$ cat src/rtl/mio_pkg.sv
// Shared definitions for the memory/IO bus slave: region map, region codes and FSM states.
package mio_pkg;

    localparam logic [31:0] LED_ADDR = 32'hE000_0000;
    localparam logic [31:0] SW_ADDR  = 32'hF000_0000;

    typedef enum logic [1:0] {
        RGN_RAM,
        RGN_LED,
        RGN_SW,
        RGN_NONE
    } region_e;

    typedef enum logic [1:0] {
        StIdle,
        StRamWait,
        StResp
    } state_e;

endpackage

$ cat src/rtl/mio_addr_decode.sv
// Combinational byte-address to region decode; the two low address bits do not take part.
module mio_addr_decode
    import mio_pkg::*;
#(
    parameter int unsigned RAM_AW = 10
) (
    input  logic [31:0] addr,
    output region_e     region
);

    logic unused_lsb;
    assign unused_lsb = ^addr[1:0];

    always_comb begin
        region = RGN_NONE;
        if (addr[31:RAM_AW+2] == '0) begin
            region = RGN_RAM;
        end else if (addr[31:2] == LED_ADDR[31:2]) begin
            region = RGN_LED;
        end else if (addr[31:2] == SW_ADDR[31:2]) begin
            region = RGN_SW;
        end
    end

endmodule

$ cat src/rtl/mio_bus_ctrl.sv
// Memory/IO bus slave: latches one CPU request, sequences RAM latency or LED/switch access,
// and answers with a single-cycle MIO_ready pulse.
module mio_bus_ctrl
    import mio_pkg::*;
#(
    parameter int unsigned RAM_LATENCY = 2,
    parameter int unsigned RAM_AW      = 10
) (
    input  logic              clk,
    input  logic              reset,
    input  logic              CPU_MIO,
    input  logic              MemRead,
    input  logic              MemWrite,
    input  logic [31:0]       addr,
    input  logic [31:0]       Data_out,
    output logic [31:0]       Data_in,
    output logic              MIO_ready,
    output logic              bus_err,
    output logic [RAM_AW-1:0] ram_addr,
    output logic [31:0]       ram_din,
    output logic              ram_we,
    input  logic [31:0]       ram_dout,
    output logic [15:0]       led,
    input  logic [15:0]       sw
);

    localparam int unsigned    CntW    = (RAM_LATENCY > 1) ? $clog2(RAM_LATENCY) : 1;
    localparam logic [CntW-1:0] CntLoad = CntW'(RAM_LATENCY - 1);

    state_e            state_q, state_d;
    logic [CntW-1:0]   cnt_q, cnt_d;
    logic [RAM_AW-1:0] ram_addr_q;
    logic [31:0]       wdata_q;
    region_e           region_q;
    logic              wr_q;
    logic              err_q;
    logic [31:0]       rdata_q;
    logic [15:0]       led_q;
    logic              bus_err_q;

    region_e dec_region;
    logic    req_wr, req_rd, req_err, req_ram_rd;
    logic    accept, capture_ram, resp_active;

    mio_addr_decode #(
        .RAM_AW (RAM_AW)
    ) u_addr_decode (
        .addr   (addr),
        .region (dec_region)
    );

    // Classify the live request; only meaningful on the accept cycle.
    always_comb begin
        req_rd     = MemRead & ~MemWrite;
        req_wr     = MemWrite & ~MemRead;
        req_err    = (dec_region == RGN_NONE) || (MemRead == MemWrite) ||
                     (req_wr && (dec_region == RGN_SW));
        req_ram_rd = req_rd && (dec_region == RGN_RAM);
    end

    always_comb begin
        state_d     = state_q;
        cnt_d       = cnt_q;
        accept      = 1'b0;
        capture_ram = 1'b0;
        unique case (state_q)
            StIdle: begin
                if (CPU_MIO) begin
                    accept = 1'b1;
                    if (req_ram_rd) begin
                        state_d = StRamWait;
                        cnt_d   = CntLoad;
                    end else begin
                        state_d = StResp;
                    end
                end
            end
            StRamWait: begin
                if (cnt_q == '0) begin
                    capture_ram = 1'b1;
                    state_d     = StResp;
                end else begin
                    cnt_d = cnt_q - CntW'(1);
                end
            end
            StResp:  state_d = StIdle;
            default: state_d = StIdle;
        endcase
    end

    always_ff @(posedge clk) begin
        if (reset) begin
            state_q    <= StIdle;
            cnt_q      <= '0;
            ram_addr_q <= '0;
            wdata_q    <= '0;
            region_q   <= RGN_RAM;
            wr_q       <= 1'b0;
            err_q      <= 1'b0;
            rdata_q    <= '0;
            led_q      <= '0;
            bus_err_q  <= 1'b0;
        end else begin
            state_q <= state_d;
            cnt_q   <= cnt_d;
            if (accept) begin
                ram_addr_q <= addr[RAM_AW+1:2];
                wdata_q    <= Data_out;
                region_q   <= dec_region;
                wr_q       <= req_wr;
                err_q      <= req_err;
                if (req_err) begin
                    bus_err_q <= 1'b1;
                end
                // Any read-type request refreshes Data_in; failed reads return zero.
                if (MemRead) begin
                    if (req_err) begin
                        rdata_q <= '0;
                    end else if (dec_region == RGN_SW) begin
                        rdata_q <= {16'h0000, sw};
                    end else if (dec_region == RGN_LED) begin
                        rdata_q <= {16'h0000, led_q};
                    end
                end
            end
            if (capture_ram) begin
                rdata_q <= ram_dout;
            end
            if ((state_q == StResp) && wr_q && !err_q && (region_q == RGN_LED)) begin
                led_q <= wdata_q[15:0];
            end
        end
    end

    // Reset suppresses the response cycle immediately, not one cycle later.
    assign resp_active = (state_q == StResp) && !reset;

    assign MIO_ready = resp_active;
    assign ram_we    = resp_active && wr_q && !err_q && (region_q == RGN_RAM);
    assign Data_in   = rdata_q;
    assign bus_err   = bus_err_q;
    assign ram_addr  = ram_addr_q;
    assign ram_din   = wdata_q;
    assign led       = led_q;

endmodule

$ cat config.mk
export PLATFORM = sky130hd
export DESIGN_NAME = mio_bus_ctrl
export DESIGN_NICKNAME = d
export VERILOG_FILES = /design/src/rtl/mio_pkg.sv /design/src/rtl/mio_addr_decode.sv /design/src/rtl/mio_bus_ctrl.sv
export SDC_FILE = /design/constraint.sdc
export NUM_CORES = 1
export LEC_CHECK = 0
export ABC_AREA = 1
export BUFFER_PORTS_ARGS = -buffer_cell sky130_fd_sc_hd__buf_2
export CELL_PAD_IN_SITES_DETAIL_PLACEMENT = 1
export CELL_PAD_IN_SITES_GLOBAL_PLACEMENT = 1
export CORE_UTILIZATION = 33
export CTS_CLUSTER_DIAMETER = 120
export DETAILED_ROUTE_END_ITERATION = 8
export PLACE_DENSITY_LB_ADDON = 0.05
export SETUP_SLACK_MARGIN = 0.3
export SLEW_MARGIN = 20
export SYNTH_ARGS = -nofsm -noshare
export SYNTH_HDL_FRONTEND = slang
export SYNTH_SLANG_ARGS = --single-unit
$ cat constraint.sdc
create_clock -name clk -period 3.7 [get_ports clk]
set_clock_uncertainty 0.05 [all_clocks]
set_input_delay 0.925 -clock clk [delete_from_list [all_inputs] [get_ports clk]]
set_output_delay 0.925 -clock clk [all_outputs]
set_load 0.03 [all_outputs]
==> load_flow_metrics.sql, run 1 <==
INSERT INTO impl_metrics (metric_group, metric, value, unit) VALUES
('yosys', 'mappedNetlistNets', '712', ''),
('timing', 'sum_of_negative_setup_slack', '0', 'ns'),
('worst_setup_path', 'cp_top_family', 'simple AND/OR/NAND/NOR gates', ''),
('timing', 'min_period_over_period', '76.2', '%'),
('drt', 'drt-initial-drc-count', '139', ''),
('yosys', 'postSynth.topFlopCell', 'dfxtp_1', ''),
('yosys', 'async_s_r_ff_share_synth', '0', '%'),
('pwr', 'power', '2360', 'µW'),
('cts', 'cts_sinks', '98', ''),
('drt', 'antenna_violating_nets_post_route', '0', ''),
('cts', 'clkSlewWorstSetupHoldPaths', '0.07', 'ns'),
('timing', 'grt_setup_unrepaired', 'false', ''),
('yosys', 'netlist_top_cells_area', 'dfxtp_1, nand2_1, o21ai_0', ''),
('floorplanning', 'floorplan.die_area', '13100', 'µm²'),
('yosys', 'yosysSeqAreaShare', '47.0', '%'),
('cts', 'cts-root-buf', 'clkbuf_16', ''),
('worst_setup_path', 'timing.critical_path.from_type', 'primary input', ''),
('drt', 'route.detailed.wl_per_inst', '13.8', 'µm'),
('global_route', 'grt_pass1_wl', '20700', 'µm'),
('floorplanning', 'die-width', '114', 'µm'),
('pwr', 'power.ir.vdd_worst', '168', 'µV'),
('cts', 'cts_made_buffers', '9', ''),
('worst_setup_path', 'critical_path_arrival', '3.04', 'ns'),
('floorplanning', 'io_pins', '210', ''),
('cts', 'cts.repair_timing.setup_buffer_count', '0', ''),
('finish', 'num-nets-final', '899', ''),
('timing', 'final-hold-violation-count', '0', ''),
('worst_setup_path', 'maximum_fanout_along_the_worst_path', '33', ''),
('finish', 'synthToLayoutAreaGrowth', '33.8', '%'),
('finish', 'final_layout_size_suffix_gt1_share', '30.1', '%'),
('yosys', 'netlist_instances', '590', ''),
('finish', 'layoutNonFillerInstCount', '951', ''),
('timing', 'tightestPinTransition', '0.943', 'ns'),
('yosys', 'syn_area_per_cell', '7.07', 'µm²'),
('floorplanning', 'die_y', '114', 'µm'),
('global_route', 'gr-total-overflow', '0', ''),
('cts', 'clock_tree_from_tritoncts', 'yes', ''),
('global_route', 'largest_net_degree_at_the_start_of_global_routing', '62', ''),
('finish', 'num-fill-cells', '1648', ''),
('global_route', 'antenna_found_initial', '2', ''),
('worst_setup_path', 'cpMaxStageDelayCell', 'nand3_4', ''),
('yosys', 'synth_area', '4170', 'µm²'),
('place', 'finalWeightedCongestion', '0.790', ''),
('worst_setup_path', 'worstPathCellList', 'buf_2, inv_1, nand2_1, nor2_1, nand2_1, nor2_1, nand2_1, nand2_1, inv_1, ha_1, nand3_1, nand3_4, nand2_4, nand2_1, a21oi_1', ''),
('yosys', 'synth_top_cell_by_area', 'dfxtp_1', ''),
('floorplanning', 'initial_utilization', '34.3', '%'),
('cts', 'worst_skew_pair.late_latency', '0.34', 'ns'),
('status', 'run_status', 'complete, no violations', ''),
('cts', 'cts-htree-levels', '3', ''),
('drt', 'routed_wirelength', '13200', 'µm'),
('timing', 'whs', '0.411', 'ns'),
('worst_setup_path', 'end_kind', 'flip-flop', ''),
('yosys', 'ys_ff_latch', '98', ''),
('place', 'detailed_place_hpwl', '9750', 'µm'),
('worst_setup_path', 'worst_ep_required', '3.92', 'ns'),
('yosys', 'ys_types', '24', ''),
('cts', 'hold_buffers', '0', ''),
('floorplanning', 'fp-row-count', '40', ''),
('cts', 'clock_path_buffers', '2', ''),
('drt', 'drcViolationCount', '0', ''),
('drt', 'vias', '4522', ''),
('worst_setup_path', 'worstPathBufferInverterCount', '3', ''),
('finish', 'finish.utilization', '45.9', '%'),
('timing', 'timing.final.setup_violations', '0', ''),
('drt', 'via_per_inst', '4.75', ''),
('place', 'place_inst', '934', ''),
('timing', 'slew_headroom', '37.0', '%'),
('run', 'maxCapViolations', '0', ''),
('global_route', 'grt_pass1_vias', '4444', ''),
('pwr', 'power.density', '423', 'nW/µm²'),
('pwr', 'power_leakage', '0.00271', 'µW');
==> tightest hold or removal path, cell delays in order (launching register included) <==
cell	delay [ns]
dfxtp_1	0.31
inv_1	0.05
a21oi_1	0.06
==> stage by stage <==
stage / setup slack, ns / area, µm²
final: 0.879 / 5580
after global routing: 0.563 / 5580
after floorplan: 0.353 / 4180
after CTS: 0.825 / 5580
after detailed placement: 0.491 / 5290
after global placement: 0.584 / 5290
==> registers in the layout (all words and copies together) (netlist names) <==
name	flops
led	16
err_q	1
ram_din	32
wr_q	1
Data_in	32
state_q	2
cnt_q	1
ram_addr	10
region_q	2
bus_err	1
==> kinds of logic after synthesis <==
kind of cell | count (synthesis) | share of synthesized area, %
buffers and inverters | 87 | 8.67
AO/OA/AOI/OAI | 145 | 17.5
flip-flops | 98 | 47.0
AND/OR/NAND/NOR | 255 | 25.4
adder cells (fa/ha/maj) | 5 | 1.50
==> where the power goes <==
group	total [µW]	leakage (µW)	internal, µW	switching [µW]
clock	927	0.000141	527	401
sequential	1120	0.000801	1100	26.2
combinational	310	0.00177	106	204
total	2360	0.00271	1730	631
==> cell usage in the layout (no fill, tap or decap), types with 2 or more instances in the layout <==
| master | count |
|---|---|
| clkbuf_1 | 3 |
| ha_1 | 5 |
| nor2_4 | 2 |
| nor2_1 | 82 |
| dfxtp_1 | 98 |
| inv_2 | 3 |
| o21ai_0 | 79 |
| nand3_1 | 38 |
| clkinv_4 | 2 |
| a21oi_1 | 65 |
| buf_4 | 5 |
| clkbuf_16 | 9 |
| buf_2 | 207 |
| nand2_1 | 124 |
| inv_1 | 48 |
==> metal layers <==
layer / vias up / GRT usage, % / wire [µm]
li1: 2266 / - / -
met1: 2113 / 22.4 / 5510
met2: 124 / 36.2 / 6620
met3: 17 / 5.93 / 775
met4: 2 / 7.62 / 235
met5: - / 0 / 13
==> cell type report <==
cell class                      instances  area [µm²]  area share (%)
Antenna cell                            1        2.50          0.0448
Sequential cell                        98        1960            35.1
Clock buffer                           12         236            4.23
Timing Repair Buffer                  212        1070            19.2
Tap cell                              168         210            3.76
Multi-Input combinational cell        405        1860            33.2
Clock inverter                          4        52.6           0.941
Inverter                               51         191            3.43
==> path summary, 6_finish.rpt <==
kind	start	to	slack [ns]	cells after the start
setup / recovery	addr[11]	Data_in[15]$_SDFFE_PP0P_	0.88	15
hold / removal	bus_err$_SDFFE_PP0P_	bus_err$_SDFFE_PP0P_	0.41	2
setup reg to reg	state_q[0]$_SDFFE_PP0P_	Data_in[15]$_SDFFE_PP0P_	1.36	6
hold reg to reg	bus_err$_SDFFE_PP0P_	bus_err$_SDFFE_PP0P_	0.41	2
==> cell usage after synthesis (2+ instances only) <==
cell type	count
nand2_1	124
dfxtp_1	98
nor2_1	82
o21ai_0	79
a21oi_1	65
inv_1	48
nand3_1	38
clkbuf_1	19
buf_2	13
ha_1	5
buf_4	3
inv_2	3
nor2_4	2
Note: power is estimated with default switching activity, not from simulation.
==> run 2, diff against run 1 <==
--- a/config.mk
+++ b/config.mk
@@ -9,7 +9,7 @@
 export BUFFER_PORTS_ARGS = -buffer_cell sky130_fd_sc_hd__buf_2
 export CELL_PAD_IN_SITES_DETAIL_PLACEMENT = 1
 export CELL_PAD_IN_SITES_GLOBAL_PLACEMENT = 1
-export CORE_UTILIZATION = 33
+export CORE_UTILIZATION = 28
 export CTS_CLUSTER_DIAMETER = 120
 export DETAILED_ROUTE_END_ITERATION = 8
 export PLACE_DENSITY_LB_ADDON = 0.05
==> constraint.sdc (replaced) <==
create_clock -name clk -period 2.4 [get_ports clk]
set_clock_uncertainty 0.05 [all_clocks]
set_input_delay 0.6 -clock clk [delete_from_list [all_inputs] [get_ports clk]]
set_output_delay 0.6 -clock clk [all_outputs]
set_load 0.03 [all_outputs]
==> load_flow_metrics.sql, run 2 (synthesis gave the netlist of run 1 again) <==
INSERT INTO impl_metrics (metric_group, metric, value, unit) VALUES
('finish', 'finish.utilization', '41.9', '%'),
('floorplanning', 'die_y', '124', 'µm'),
('floorplanning', 'die-width', '124', 'µm'),
('pwr', 'power_frac_clock', '39.7', '%'),
('cts', 'cts-htree-levels', '3', ''),
('drt', 'routed_wirelength', '14100', 'µm'),
('place', 'place.port_buffers', '207', ''),
('floorplanning', 'placeableCoreArea', '14500', 'µm²'),
('timing', 'achievable-frequency', '475', 'MHz'),
('worst_setup_path', 'timing.critical_path.from_type', 'primary input', ''),
('timing', 'min_period_over_period', '87.6', '%'),
('pwr', 'power_leakage', '0.00291', 'µW'),
('timing', 'timing.final.max_slew_violations', '0', ''),
('pwr', 'seq_power_share', '46.3', '%'),
('global_route', 'grt_pass1_wl', '21200', 'µm'),
('drt', 'via_per_inst', '4.60', ''),
('worst_setup_path', 'r2r_slack', '0.73', 'ns'),
('finish', 'mostFrequentLayoutCell', 'buf_2', ''),
('worst_setup_path', 'timing_worst_setup_path_type', 'primary input to flip-flop', ''),
('finish', 'num-nets-final', '913', ''),
('timing', 'final-hold-violation-count', '0', ''),
('status', 'run_status', 'complete, no violations', ''),
('run', 'maxCapViolations', '0', ''),
('drt', 'vias', '4505', ''),
('drt', 'drt_first_pass_iters', '4', ''),
('pwr', 'swShare', '27.1', '%'),
('place', 'finalWeightedCongestion', '0.737', ''),
('finish', 'final_area', '6090', 'µm²'),
('worst_setup_path', 'worst_ep_required', '2.63', 'ns'),
('hold_path', 'worst_hold_path.num_cells', '2', ''),
('drt', 'route.detailed.wl_per_inst', '14.4', 'µm'),
('floorplanning', 'initial_utilization', '28.7', '%'),
('finish', 'synthToLayoutAreaGrowth', '46.0', '%'),
('cts', 'cts_sinks', '98', ''),
('worst_setup_path', 'worstPathCellList', 'buf_2, nor2_4, and2_4, nand2_4, nor2_4, nand2_2, nand2_4, inv_4, ha_4, nor2_4, nand2_2, nor2_4, clkbuf_16, nand2_1, nand2_1, nand2_1, a21oi_1', ''),
('global_route', 'grt_pass1_vias', '4444', ''),
('cts', 'hold_buffers', '0', ''),
('place', 'placement.cell_area', '5540', 'µm²'),
('finish', 'final_layout_size_suffix_gt1_share', '39.4', '%'),
('hold_path', 'worstHoldEndpoint', 'bus_err$_SDFFE_PP0P_', ''),
('worst_setup_path', 'critPathMaxStageDelay', '0.18', 'ns'),
('pwr', 'internal-power', '2730', 'µW'),
('cts', 'cts_made_buffers', '9', ''),
('finish', 'final_cell_mix', 'buf_2, nand2_1, dfxtp_1, o21ai_0, nor2_1', ''),
('floorplanning', 'fp-row-count', '44', ''),
('cts', 'cts-root-buf', 'clkbuf_16', ''),
('worst_setup_path', 'maximum_fanout_along_the_worst_path', '8', ''),
('cts', 'clkSlewWorstSetupHoldPaths', '0.07', 'ns'),
('worst_setup_path', 'critical_path_arrival', '2.34', 'ns'),
('pwr', 'power.density', '614', 'nW/µm²'),
('worst_setup_path', 'end_kind', 'flip-flop', ''),
('pwr', 'power.ir.vdd_worst', '354', 'µV'),
('floorplanning', 'io_pins', '210', ''),
('floorplanning', 'floorplan.die_area', '15400', 'µm²'),
('pwr', 'p_comb_share', '14.0', '%'),
('hold_path', 'min-delay-start', 'bus_err$_SDFFE_PP0P_', ''),
('drt', 'drcViolationCount', '0', ''),
('global_route', 'largest_net_degree_at_the_start_of_global_routing', '62', ''),
('global_route', 'antenna_found_initial', '0', ''),
('timing', 'slew_headroom', '60.1', '%'),
('place', 'detailed_place_hpwl', '10400', 'µm'),
('cts', 'clock_path_buffers', '2', ''),
('cts', 'clock_tree_from_tritoncts', 'yes', ''),
('timing', 'timing.final.setup_violations', '0', ''),
('worst_setup_path', 'regToRegEndpoint', 'Data_in[12]$_SDFFE_PP0P_', ''),
('timing', 'final.min_clock_period', '2.10', 'ns'),
('worst_setup_path', 'critical_path.most_common_cell', 'nor2_4', ''),
('worst_setup_path', 'timing.reg2reg.worst_path_depth', '7', ''),
('timing', 'tightestPinTransition', '0.597', 'ns'),
('drt', 'drt-initial-drc-count', '127', ''),
('hold_path', 'min_path_type', 'flip-flop to flip-flop', ''),
('worst_setup_path', 'cpMaxStageDelayCell', 'clkbuf_16', ''),
('finish', 'insertedDiodeCount', '0', ''),
('timing', 'grt_setup_unrepaired', 'true', ''),
('cts', 'worst_skew_pair.late_latency', '0.35', 'ns'),
('global_route', 'gr-total-overflow', '0', ''),
('pwr', 'netSwitchingPower', '1010', 'µW'),
('drt', 'antenna_violating_nets_post_route', '0', ''),
('global_route', 'grt_use_total', '17.9', '%'),
('worst_setup_path', 'rr_startpoint', 'state_q[1]$_SDFFE_PP0P_', '');
[run 2: final cells by class]
class	instances	area, µm²
Timing Repair Buffer	226	1320
Fill cell	1892	8440
Clock inverter	5	61.3
Clock buffer	11	243
Inverter	51	194
Multi-Input combinational cell	405	2080
Sequential cell	98	1960
Tap cell	184	230
[run 2: metrics by stage]
| step | worst slack, ns | setup TNS, ns | cells | hold slack, ns | total power [µW] |
|---|---|---|---|---|---|
| after global placement | -0.0914 | -0.570 | 961 | 0.386 | 2260 |
| final | 0.296 | 0 | 980 | 0.409 | 3740 |
| after floorplan | 0.270 | 0 | 590 | 0.395 | 2060 |
| after global routing | 0.173 | 0 | 980 | 0.429 | 3930 |
| after CTS | 0.314 | 0 | 977 | 0.408 | 3780 |
| after detailed placement | -0.126 | -1.47 | 961 | 0.398 | 2280 |
[run 2: how the worst max path moves through the flow]
stage / start / end / slack (ns) / depth (start not counted)
after CTS: addr[9] / Data_in[0]$_SDFFE_PP0P_ / 0.31 / 18
after global placement: addr[9] / Data_in[14]$_SDFFE_PP0P_ / -0.09 / 16
after floorplan: addr[15] / Data_in[0]$_SDFFE_PP0P_ / 0.27 / 16
final: addr[13] / Data_in[4]$_SDFFE_PP0P_ / 0.30 / 17
after global routing: addr[7] / Data_in[12]$_SDFFE_PP0P_ / 0.17 / 18
after detailed placement: addr[9] / Data_in[10]$_SDFFE_PP0P_ / -0.13 / 16
[run 2: per-layer routing]
metal  vias up  global-route usage, %  wire [µm]
met2       120                   29.7       6830
met4         0                   6.18        232
met3        15                   6.68       1020
met1      2075                   21.1       6050
li1       2295                      -          -
met5         -                      0          0
[run 2: what timing repair did]
item	4_1_cts	5_1_grt
endpoints found under the hold margin	0	0
cloned	0	1
resized for setup	5	74
setup endpoints to repair	12	34
pin swaps	2	19
buffers inserted	0	2
[run 2: critical path, delay by kind of cell]
family | cells | cell delay [ns]
simple gates | 12 | 1.10
buf+inv | 3 | 0.35
fa+ha+maj | 1 | 0.15
compound gates | 1 | 0.11
[run 2: power groups by stage]
stage,combinational [µW],sequential (µW),clock (µW)
finish,523,1730,1490
global route,579,1740,1610
CTS,509,1740,1540
detailed placement,507,1770,0
global placement,495,1770,0
floorplan,173,1890,0
